`config.mk`:
```
export PLATFORM = sky130hd
export DESIGN_NAME = morse_element_sequencer_flat
export DESIGN_NICKNAME = d
export VERILOG_FILES = /design/src/rtl/morse_pkg.sv /design/src/rtl/morse_element_sequencer_if.sv /design/src/rtl/morse_unit_timer.sv /design/src/rtl/morse_element_sequencer.sv /design/src/flat_wrapper.sv
export SDC_FILE = /design/constraint.sdc
export NUM_CORES = 1
export LEC_CHECK = 0
export ABC_AREA = 1
export CELL_PAD_IN_SITES_DETAIL_PLACEMENT = 0
export CELL_PAD_IN_SITES_GLOBAL_PLACEMENT = 1
export CORE_ASPECT_RATIO = 1.1
export CORE_UTILIZATION = 30
export CTS_CLUSTER_SIZE = 8
export DETAILED_ROUTE_END_ITERATION = 12
export HOLD_SLACK_MARGIN = 0.1
export PLACE_DENSITY = 0.68
export SLEW_MARGIN = 20
export SYNTH_ARGS = -nofsm -noshare
export SYNTH_HDL_FRONTEND = slang
export SYNTH_HIERARCHICAL = 1
export SYNTH_SLANG_ARGS = --single-unit
```
`constraint.sdc`:
```
create_clock -name clk -period 4.6 [get_ports clk]
set_clock_uncertainty 0.15 [all_clocks]
set_input_delay 0.69 -clock clk [delete_from_list [all_inputs] [get_ports clk]]
set_output_delay 0.69 -clock clk [all_outputs]
set_load 0.02 [all_outputs]
```
`src/rtl/morse_pkg.sv`:
```
// Shared types and constants for the Morse element sequencer.
// Holds the FSM state encoding, the Morse unit durations, and small helpers
// used by the sequencer top level.
package morse_pkg;

    typedef enum logic [1:0] {
        IDLE  = 2'd0,
        MARK  = 2'd1,
        SPACE = 2'd2,
        GAP   = 2'd3
    } state_e;

    // Duration counter width: 15 units max (word gap 7 + 8 extra).
    localparam int CNT_W = 4;

    localparam int DOT_UNITS        = 1;
    localparam int DASH_UNITS       = 3;
    localparam int ELEM_GAP_UNITS   = 1;
    localparam int LETTER_GAP_UNITS = 3;
    localparam int WORD_GAP_UNITS   = 7;
    localparam int MAX_ELEMS        = 5;

    // Element counts above the pattern width are treated as a full pattern.
    function automatic logic [2:0] clamp_len(input logic [2:0] len);
        return (len > 3'(MAX_ELEMS)) ? 3'(MAX_ELEMS) : len;
    endfunction

    // Mark length for one element bit: 1 = dash, 0 = dot.
    function automatic logic [CNT_W-1:0] mark_units(input logic is_dash);
        return is_dash ? CNT_W'(DASH_UNITS) : CNT_W'(DOT_UNITS);
    endfunction

endpackage

```
`src/rtl/morse_element_sequencer_if.sv`:
```
// Pattern handshake between the character lookup (master) and the
// element sequencer (slave).
interface morse_element_sequencer_if;
    logic       in_valid;
    logic       in_ready;
    logic [2:0] in_len;
    logic [4:0] in_code;
    logic       in_word_end;

    modport master (output in_valid, in_len, in_code, in_word_end, input in_ready);
    modport slave  (input in_valid, in_len, in_code, in_word_end, output in_ready);
endinterface

```
`src/rtl/morse_unit_timer.sv`:
```
// Unit-time prescaler: counts 0..UNIT_DIV-1 and flags the last cycle of
// each unit. A synchronous clear restarts the unit so every segment begins
// on a fresh unit boundary.
module morse_unit_timer #(
    parameter int UNIT_DIV = 5_000_000
) (
    input  logic clk,
    input  logic reset,
    input  logic clear,
    output logic tick
);
    localparam int PW = (UNIT_DIV > 2) ? $clog2(UNIT_DIV) : 1;
    localparam logic [PW-1:0] LAST = PW'(UNIT_DIV - 1);

    logic [PW-1:0] cnt_q, cnt_d;

    // Next count: wrap at the end of a unit, or restart on clear.
    always_comb begin
        cnt_d = cnt_q;
        if (clear || (cnt_q == LAST)) begin
            cnt_d = '0;
        end else begin
            cnt_d = cnt_q + 1'b1;
        end
    end

    // Prescaler register.
    always_ff @(posedge clk) begin
        if (reset) begin
            cnt_q <= '0;
        end else begin
            cnt_q <= cnt_d;
        end
    end

    assign tick = (cnt_q == LAST);

endmodule

```
`src/rtl/morse_element_sequencer.sv`:
```
// Morse element sequencer: turns one dot/dash pattern into a timed key.
// Optional feature macro: MORSE_FARNSWORTH_EN stretches letter and word
// gaps by FARNS_EXTRA units while leaving marks and element spaces alone.
module morse_element_sequencer
    import morse_pkg::*;
#(
    parameter int UNIT_DIV    = 5_000_000,
    parameter int FARNS_EXTRA = 0
) (
    input  logic                            clk,
    input  logic                            reset,
    morse_element_sequencer_if.slave        in_if,
    input  logic                            abort,
    output logic                            key_out,
    output logic                            busy,
    output logic                            done
);

    if (UNIT_DIV < 1) begin : g_bad_unit_div
        $error("UNIT_DIV must be at least 1");
    end
    if ((FARNS_EXTRA < 0) || (FARNS_EXTRA > 8)) begin : g_bad_farns_extra
        $error("FARNS_EXTRA must be in 0..8");
    end

`ifdef MORSE_FARNSWORTH_EN
    localparam logic [CNT_W-1:0] LETTER_GAP = CNT_W'(LETTER_GAP_UNITS + FARNS_EXTRA);
    localparam logic [CNT_W-1:0] WORD_GAP   = CNT_W'(WORD_GAP_UNITS + FARNS_EXTRA);
`else
    localparam logic [CNT_W-1:0] LETTER_GAP = CNT_W'(LETTER_GAP_UNITS);
    localparam logic [CNT_W-1:0] WORD_GAP   = CNT_W'(WORD_GAP_UNITS);
`endif

    function automatic logic [CNT_W-1:0] gap_units(input logic word_end);
        return word_end ? WORD_GAP : LETTER_GAP;
    endfunction

    state_e           state_q, state_d;
    logic [CNT_W-1:0] dur_q, dur_d;
    logic [2:0]       idx_q, idx_d, nxt_idx;
    logic             done_q, done_d;
    logic             key_q, key_d;
    logic [2:0]       len_q, len_d;
    logic [4:0]       code_q, code_d;
    logic             word_end_q, word_end_d;
    logic             tick;
    logic             tmr_clr;

    morse_unit_timer #(.UNIT_DIV(UNIT_DIV)) u_timer (
        .clk   (clk),
        .reset (reset),
        .clear (tmr_clr),
        .tick  (tick)
    );

    // Next-state, segment counter, capture and prescaler-restart logic.
    always_comb begin
        state_d    = state_q;
        dur_d      = dur_q;
        idx_d      = idx_q;
        done_d     = 1'b0;
        tmr_clr    = 1'b0;
        len_d      = len_q;
        code_d     = code_q;
        word_end_d = word_end_q;
        nxt_idx    = idx_q + 3'd1;

        case (state_q)
            IDLE: begin
                tmr_clr = 1'b1;
                if (in_if.in_valid) begin
                    len_d      = clamp_len(in_if.in_len);
                    code_d     = in_if.in_code;
                    word_end_d = in_if.in_word_end;
                    idx_d      = '0;
                    if (clamp_len(in_if.in_len) == 3'd0) begin
                        state_d = GAP;
                        dur_d   = gap_units(in_if.in_word_end);
                    end else begin
                        state_d = MARK;
                        dur_d   = mark_units(in_if.in_code[0]);
                    end
                end
            end
            MARK: begin
                if (tick) begin
                    if (dur_q == CNT_W'(1)) begin
                        tmr_clr = 1'b1;
                        if (nxt_idx < len_q) begin
                            state_d = SPACE;
                            dur_d   = CNT_W'(ELEM_GAP_UNITS);
                        end else begin
                            state_d = GAP;
                            dur_d   = gap_units(word_end_q);
                        end
                    end else begin
                        dur_d = dur_q - CNT_W'(1);
                    end
                end
            end
            SPACE: begin
                if (tick) begin
                    if (dur_q == CNT_W'(1)) begin
                        tmr_clr = 1'b1;
                        idx_d   = nxt_idx;
                        state_d = MARK;
                        dur_d   = mark_units(code_q[nxt_idx]);
                    end else begin
                        dur_d = dur_q - CNT_W'(1);
                    end
                end
            end
            GAP: begin
                if (tick) begin
                    if (dur_q == CNT_W'(1)) begin
                        tmr_clr = 1'b1;
                        state_d = IDLE;
                        dur_d   = '0;
                        done_d  = 1'b1;
                    end else begin
                        dur_d = dur_q - CNT_W'(1);
                    end
                end
            end
            default: begin
                state_d = IDLE;
            end
        endcase

        // Abort wins over everything, including a handshake in the same cycle.
        if (abort) begin
            state_d    = IDLE;
            dur_d      = '0;
            idx_d      = '0;
            done_d     = 1'b0;
            tmr_clr    = 1'b1;
            len_d      = len_q;
            code_d     = code_q;
            word_end_d = word_end_q;
        end

        key_d = (state_d == MARK);
    end

    // Control registers: state, counters and registered outputs.
    always_ff @(posedge clk) begin
        if (reset) begin
            state_q <= IDLE;
            dur_q   <= '0;
            idx_q   <= '0;
            done_q  <= 1'b0;
            key_q   <= 1'b0;
        end else begin
            state_q <= state_d;
            dur_q   <= dur_d;
            idx_q   <= idx_d;
            done_q  <= done_d;
            key_q   <= key_d;
        end
    end

    // Captured pattern; only read once a handshake has loaded it.
    always_ff @(posedge clk) begin
        len_q      <= len_d;
        code_q     <= code_d;
        word_end_q <= word_end_d;
    end

    assign in_if.in_ready = (state_q == IDLE);
    assign busy           = (state_q != IDLE);
    assign key_out        = key_q;
    assign done           = done_q;

endmodule

```
`src/flat_wrapper.sv`:
```
// flat-port wrapper written by rule: the top's interface ports become plain ports
module morse_element_sequencer_flat import morse_pkg::*;
#(
    parameter int UNIT_DIV    = 5_000_000,
    parameter int FARNS_EXTRA = 0
)
  (clk, reset, abort, key_out, busy, done, in_if_in_valid, in_if_in_len, in_if_in_code, in_if_in_word_end, in_if_in_ready);
  morse_element_sequencer_if in_if_i ();
  input  logic clk;
  input  logic reset;
  input  logic abort;
  output logic key_out;
  output logic busy;
  output logic done;
  input wire logic [$bits(in_if_i.in_valid)-1:0] in_if_in_valid;
  input wire logic [$bits(in_if_i.in_len)-1:0] in_if_in_len;
  input wire logic [$bits(in_if_i.in_code)-1:0] in_if_in_code;
  input wire logic [$bits(in_if_i.in_word_end)-1:0] in_if_in_word_end;
  output wire logic [$bits(in_if_i.in_ready)-1:0] in_if_in_ready;
  assign in_if_i.in_valid = in_if_in_valid;
  assign in_if_i.in_len = in_if_in_len;
  assign in_if_i.in_code = in_if_in_code;
  assign in_if_i.in_word_end = in_if_in_word_end;
  assign in_if_in_ready = in_if_i.in_ready;
  morse_element_sequencer #(.UNIT_DIV(UNIT_DIV), .FARNS_EXTRA(FARNS_EXTRA)) u_core (.clk(clk), .reset(reset), .in_if(in_if_i), .abort(abort), .key_out(key_out), .busy(busy), .done(done));
endmodule
```
==> results <==
- Setup repair after global routing left no endpoint under its margin.
- The post-CTS repair timing setup buffer count is 0.
- The register bit count reported by yosys is 43.
- The root buffer selected by CTS is sky130_fd_sc_hd__clkbuf_8.
- For this run, design rule violations remaining after detail routing come to 0.
- Once detailed placement completed, the half-perimeter wirelength came to around 3.7 mm.
- The iteration count of the initial detailed-routing pass is 4.
- The largest stage delay on the critical path is between 500 and 600 ps.
- The maximum number of pins on one net before global-route repair is 24.
- The count of nets left with antenna violations once routing finished came out at 0.
- For the worst setup path, the data required time is between 3000 and 4000 ps.
- The placed instances occupy a cell area of between 2000 and 3000 um^2.
- At the end of routability-driven placement, the weighted congestion stood at about 0.85.
- The warning count from the yosys run is 6.
- The class of the tightest hold or removal check is reg -> reg.
- The number of sinks handled by clock tree synthesis is 43.
- In this run the tool buffered the top-level ports with 16 buffer cells.
- The post-synthesis cell area is roughly 2400 um^2.
- Dividing total power by cell area gives a power density of about 270 nW/um^2.
- The final layout contains between 300 and 400 nets.
- The library cell contributing the largest single delay on the critical path is sky130_fd_sc_hd__clkdlybuf4s50_1.
- The remaining global-route overflow is 0.
- The net count after synthesis is 350.
- The fraction of registers with async set or reset after synthesis is 0.
- The repair_antennas step left the layout with diodes totalling 0.
- The share of total power in combinational logic is 0.081.
- With fillers left out, the area of the finished cells amounts to ~2800 um^2.
- The total count of hold-check failures in the final report came to 0.
- At the worst endpoint, the arrival time is 1650 ps.
- After clock tree synthesis, the repair step resized 0 gates.
- Relative to the synthesized area, the layout overhead comes to 15.4%.
- The startpoint kind of the worst setup timing path is a flip-flop.
- The die is 96.3 um tall.
- The die covers 8440 um^2.
- The most common library cell in the layout ignoring fill and taps is sky130_fd_sc_hd__nand2_1.
- The wire length per cell is 10.4 um.
- The critical path contains buffers and inverters numbering 2 combined.
- In this run the number of H-tree levels came out at 2.
- The die is about 90 um wide.
- At the later pin of the worst-skew pair, clock insertion delay measures 290 ps.
- The leakage power of the design is 1.07 nW.
- The category of the critical setup timing path is reg -> out.
- In the layout the commonest cells are sky130_fd_sc_hd__nand2_1 (77), sky130_fd_sc_hd__inv_1 (51), sky130_fd_sc_hd__nor2_1 (41), sky130_fd_sc_hd__dfxtp_1 (34), sky130_fd_sc_hd__nand3_1 (22).
- The worst-case setup slack after placement is between 2000 and 2500 ps.
- In the final layout, the share of cells above drive strength 1 is 0.125.
- The vias per cell is 4.28.
- The first global-routing pass estimated between 8 and 9 mm of wire.
- The floorplan has 34 rows.
- The initial cell density of the core is 0.308.
- Averaged over all synthesized cells, the footprint is between 7 and 8 um^2.
- The most common flop cell mapped by yosys is sky130_fd_sc_hd__dfxtp_1.
- The post-synthesis compound-gate area fraction came to 0.0934.
- The count of final setup violators is 0.
- The post-synthesis instance total is 331.
- For this block, the initial DRC count from the detailed router was slightly below 90.
- The worst setup margin is 2110 ps.
- Yosys mapped a number of flops with a built-in enable equal to 9.
- Traced cell by cell, the critical path runs through nor2_4, inv_1, clkdlybuf4s50_1.
- The peak fanout along the critical path is 10.
- The tightest slew margin relative to the limit is 0.497.
- Pin placement for this block handled 17 I/O pins.
- The xor-xnor portion of the synthesized cell area is 0.0325.
- The maximum vdd ir drop is between 0.1 and 0.15 mV.
- The fraction of the yosys area taken by sequential cells is 0.392.
- The total CTS buffers is 5.
- Clock-pin slew was measured on the worst setup and hold paths at around 80 ps.
- The clock share of power is 0.388.
- The clock tree from TritonCTS is built.
- After synthesis, the netlist uses 34 different library cells.
- The initial antenna violation count is 0.
- The dominant combinational cell family by area after synthesis is simple AND/OR/NAND/NOR gates.
- For this block, the via count after detailed routing is 1971.
- The critical path endpoint category is an output port.
- For the pin with the worst max-slew slack, the measured transition is roughly 750 ps.
- The tool flagged a number of max-cap violations equal to 0.
- Counting I/O delays and the setup requirement, the final critical path takes about 2500 ps.
- Counting along the longest clock path gives a buffer depth of 2.
- Of the total power, the share spent switching nets is 0.227.
- For the final routed database, the setup TNS stands at 0 ps.
- In this run the power spent charging and discharging nets is approximately 0.00017 W.
- The mux contribution to synthesized area is 0.
- The number of pins exceeding their max-slew limit in the final report is 0.
- The internal portion of total power is 0.000576 W.
- The post-synthesis share of cell area spent on and, or, nand and nor gates is 0.358.
- After detailed routing, the total wire length is about 4.8 mm.
- Buffers inserted to repair hold after CTS numbered 0.
- Of the total synthesized cell area, the portion taken by full adders, half adders and majority gates is 0.0310.
- The number of global-route vias before repair is ~1.9k.
- Of the total power, registers draw 0.531.
- The total routing resource utilization after global routing is 0.124.
- The area of the core is 7870 um^2.
- In the finished design, the share of the clock period the worst path needs comes to 0.542.
- The flow ran to the end, and the final reports show no timing, DRC or antenna violations.
- Grouping stages by cell kind, the critical path spends the most delay in buffers and inverters.
- Derived from the worst setup path, the maximum achievable clock frequency is ~400 MHz.
==> stage by stage <==
| step | instances | hold slack (ps) | utilization | total power (W) |
|---|---|---|---|---|
| 3_5_place_dp | 452 | 293 | 0.342 | 0.000466 |
| 5_1_grt | 460 | 317 | 0.355 | 0.000787 |
| 6_report | 460 | 302 | 0.355 | 0.000745 |
| 3_3_place_gp | 452 | 283 | 0.342 | 0.000467 |
| 4_1_cts | 460 | 305 | 0.355 | 0.000764 |
| 2_1_floorplan | 331 | 267 | - | 0.000443 |
==> layout make-up <==
type	count	area, um^2
fill	852	5070
timing repair buffer	16	160
tap	108	135
multi-input combinational	233	1250
sequential	43	951
clock buffer	5	68.8
clock inverter	3	38.8
inverter	52	195
==> registers in the layout (all words and copies together) (netlist names) <==
signal,cells
u_core/key_out,1
u_core/state_q,2
u_core/dur_q,4
u_core/idx_q,3
u_core/word_end_q,1
u_core/len_q,3
u_core/code_q,5
u_core/done,1
u_core/u_timer/cnt_q,23
==> cell usage after synthesis (3+ instances only) <==
library cell / instances / share of area
sky130_fd_sc_hd__dfxtp_1: 34 / 0.28
sky130_fd_sc_hd__nor2_1: 41 / 0.064
sky130_fd_sc_hd__a21oi_1: 16 / 0.033
sky130_fd_sc_hd__inv_1: 51 / 0.079
sky130_fd_sc_hd__o21ai_0: 14 / 0.029
sky130_fd_sc_hd__nand3_1: 22 / 0.045
sky130_fd_sc_hd__ha_1: 6 / 0.031
sky130_fd_sc_hd__nor2_2: 11 / 0.028
sky130_fd_sc_hd__nand4_1: 3 / 0.0077
sky130_fd_sc_hd__nand2_4: 4 / 0.019
sky130_fd_sc_hd__xor2_1: 7 / 0.025
sky130_fd_sc_hd__nand2_1: 77 / 0.12
sky130_fd_sc_hd__nand2_2: 7 / 0.018
sky130_fd_sc_hd__edfxtp_1: 9 / 0.11
sky130_fd_sc_hd__nor2_4: 5 / 0.023
==> power groups by stage <==
stage | combinational [W] | clock, W | sequential, W
after global placement | 0.0000623 | 0 | 0.000405
after floorplan | 0.0000380 | 0 | 0.000404
final | 0.0000604 | 0.000289 | 0.000396
after global routing | 0.0000677 | 0.000322 | 0.000397
after detailed placement | 0.0000612 | 0 | 0.000405
after CTS | 0.0000615 | 0.000306 | 0.000396
==> cells by family after synthesis <==
group,Yosys count
and+or+nand+nor,179
buffers and inverters,55
DFF,43
AOI/OAI and AO/OA,39
xor gates and xnor gates,9
adders and majority gates,6
==> final timing paths <==
path	cells after the start	slack, ps	from	end
worst max-delay path	3	2110	u_core/state_q[1]	busy
worst min-delay path	1	300	u_core/u_timer/cnt_q[0]	u_core/u_timer/cnt_q[0]
worst max register to register	12	2470	u_core/u_timer/cnt_q[0]	u_core/u_timer/cnt_q[17]
worst min register to register	1	300	u_core/u_timer/cnt_q[0]	u_core/u_timer/cnt_q[0]
==> routing by layer <==
metal,part of all wire,vias to the layer above,global-route usage,routed length [um]
met5,0,-,0,0
met4,0.0080,0,0.0410,38
met3,0.030,2,0.0266,143
met2,0.47,22,0.209,2230
met1,0.49,871,0.156,2360
li1,-,1076,-,-
==> worst reg2reg max path: stages (launching register included) <==
cell,delay [ps]
sky130_fd_sc_hd__dfxtp_1,350
sky130_fd_sc_hd__ha_1,210
sky130_fd_sc_hd__nand3_1,150
sky130_fd_sc_hd__nor2_1,160
sky130_fd_sc_hd__nand3_2,120
sky130_fd_sc_hd__inv_1,90
sky130_fd_sc_hd__inv_1,90
sky130_fd_sc_hd__nor2_2,140
sky130_fd_sc_hd__inv_1,90
sky130_fd_sc_hd__nand3_1,70
sky130_fd_sc_hd__nor2_1,70
sky130_fd_sc_hd__nand2_4,250
sky130_fd_sc_hd__nor2_1,90
Power figures use the tool's default switching activity.
==> RTL edit (same settings) <==
Reset style: asynchronous (`reset`), changed in 2 clocked blocks.
--- a/src/rtl/morse_unit_timer.sv
+++ b/src/rtl/morse_unit_timer.sv
@@ -25,7 +25,7 @@
     end
 
     // Prescaler register.
-    always_ff @(posedge clk) begin
+    always_ff @(posedge clk or posedge reset) begin
         if (reset) begin
             cnt_q <= '0;
         end else begin
--- a/src/rtl/morse_element_sequencer.sv
+++ b/src/rtl/morse_element_sequencer.sv
@@ -143,7 +143,7 @@
     end
 
     // Control registers: state, counters and registered outputs.
-    always_ff @(posedge clk) begin
+    always_ff @(posedge clk or posedge reset) begin
         if (reset) begin
             state_q <= IDLE;
             dur_q   <= '0;
Function: differs if reset is asserted again (counterexample within 4 cycles, from zero or initial values and one cycle with reset high); with reset held inactive, the same outputs for 10 cycles.
==> RTL edit against the original RTL <==
Wire length grew 26%; design area grew 7.8%; sequential cell count is the same; setup slack lost 0.21 ns; area after synthesis grew 9.1%.
Power is not compared: it rests on default switching activity, and its combinational part moved more than twofold at a synthesized area within 25%.
==> RTL edit: results (changes against the original RTL) <==
Post-synth ARST share: 79.07% (+79 points)
layout cells sized above 1: 10.93% (-1.6 points)
worst-case reg-to-reg path depth: 10 (-2)
hold path cells: 2 (+1)
Synthesis Warnings: 6 (unchanged)
largest net degree at the start of global routing: 24 (unchanged)
WL met1: 2715 µm (+15%)
Pleak: 1.313 nW
placed instance area: 0.002923 mm² (+8.7%)
Fill cells: 922 (+8.2%)
peak supply drop: 0.0001163 V
Worst Hold Path EP: u_core/dur_q[1]$_DFFE_PP0P_
flop2flop setup slack: 1.90 ns (-0.57 ns)
final hold slack: 0.3363 ns (+0.03447 ns)
syn_nets: 373 (+6.6%)
crit path capture: u_core/u_timer/cnt_q[14]$_DFF_PP0_
WS Path Type: flop to flop
top cells by count, synth: 88 x nand2_1, 58 x nor2_1, 51 x inv_1
H-tree levels: 2 (unchanged)
CP arrival: 2.72 ns (+1.07 ns)
Cell variety after synth: 32 (-5.9%)
Starting DRT DRC Count: 56 (-36%)
R2R Path Start: u_core/u_timer/cnt_q[0]$_DFF_PP0_
Placer Congestion: 0.8359 (-1.5%)
WL met3: 200 µm (+40%)
post-synthesis sequential area ratio: 42.38% (+3.1 points)
CTS max path bufs: 2 (unchanged)
first-pass GRT wire length: 10350 µm (+27%)
WL met2: 3058 µm (+37%)
Via Count: 2174 (+10%)
dpl hpwl: 4671 µm (+26%)
DRT Wirelength: 6014 µm (+26%)
worst relative slew slack: 38.09% (-12 points)
Hold Path Origin: u_core/dur_q[1]$_DFFE_PP0P_
top post-synthesis cells by area: dfrtp_1 32%, nand2_1 12%, edfxtp_1 10%
outcome: finished, final reports clean
crit-path max FO: 23 (+13)
global-route usage over all layers: 14.43% (+2.1 points)
Nets: 393 (+6.2%)
## RTL edit: layout make-up
cell class | count | area share (%)
clock inverter | 3 | 0.7884
sequential | 43 | 37.18
clock buffer | 5 | 2.282
multi-input combinational | 251 | 42.66
tap | 111 | 4.606
inverter | 57 | 7.178
timing repair buffer | 16 | 5.311
## RTL edit: cells by family (layout without fill, tap and decap cells)
family          count (synthesis)  count (layout)  share of synthesized area, %
fa+ha+maj                       6               6                         2.838
buf+inv                        60              81                         9.177
simple gates                  211             211                         36.61
compound gates                 22              22                         5.014
xor+xnor                       12              12                         3.973
flops                          43              43                         42.38
## RTL edit: routing by layer
layer	vias up	global-route usage, %
li1	1139	-
met1	1008	17.50
met2	25	25.91
met3	2	3.017
met4	0	3.907
met5	-	0
## RTL edit: critical path: stages, from the launching register on
cell     delay (ns)
dfrtp_1        0.41
ha_1           0.25
nand3_1        0.20
nor2_2         0.22
nand3_1        0.10
nor4_1         0.43
nand2_1        0.21
nand2_1        0.10
inv_1          0.05
nand2_2        0.36
nor2_1         0.10
## RTL edit: where the power goes
| part | total (W) | switching, W | internal [W] |
|---|---|---|---|
| Sequential | 0.000415 | 0.0000104 | 0.000405 |
| Combinational | 0.000136 | 0.0000858 | 0.0000498 |
| Clock | 0.000253 | 0.000144 | 0.000109 |
## RTL edit: per-stage QoR
step	instances	setup WS (ns)	utilization, %	power [W]
2_1_floorplan	354	2.433	-	0.0005187
3_3_place_gp	478	1.862	34.52	0.0005601
3_5_place_dp	478	1.921	34.58	0.0005606
4_1_cts	486	1.918	35.68	0.0008232
5_1_grt	486	1.580	35.68	0.0008518
6_report	486	1.903	35.68	0.0008033
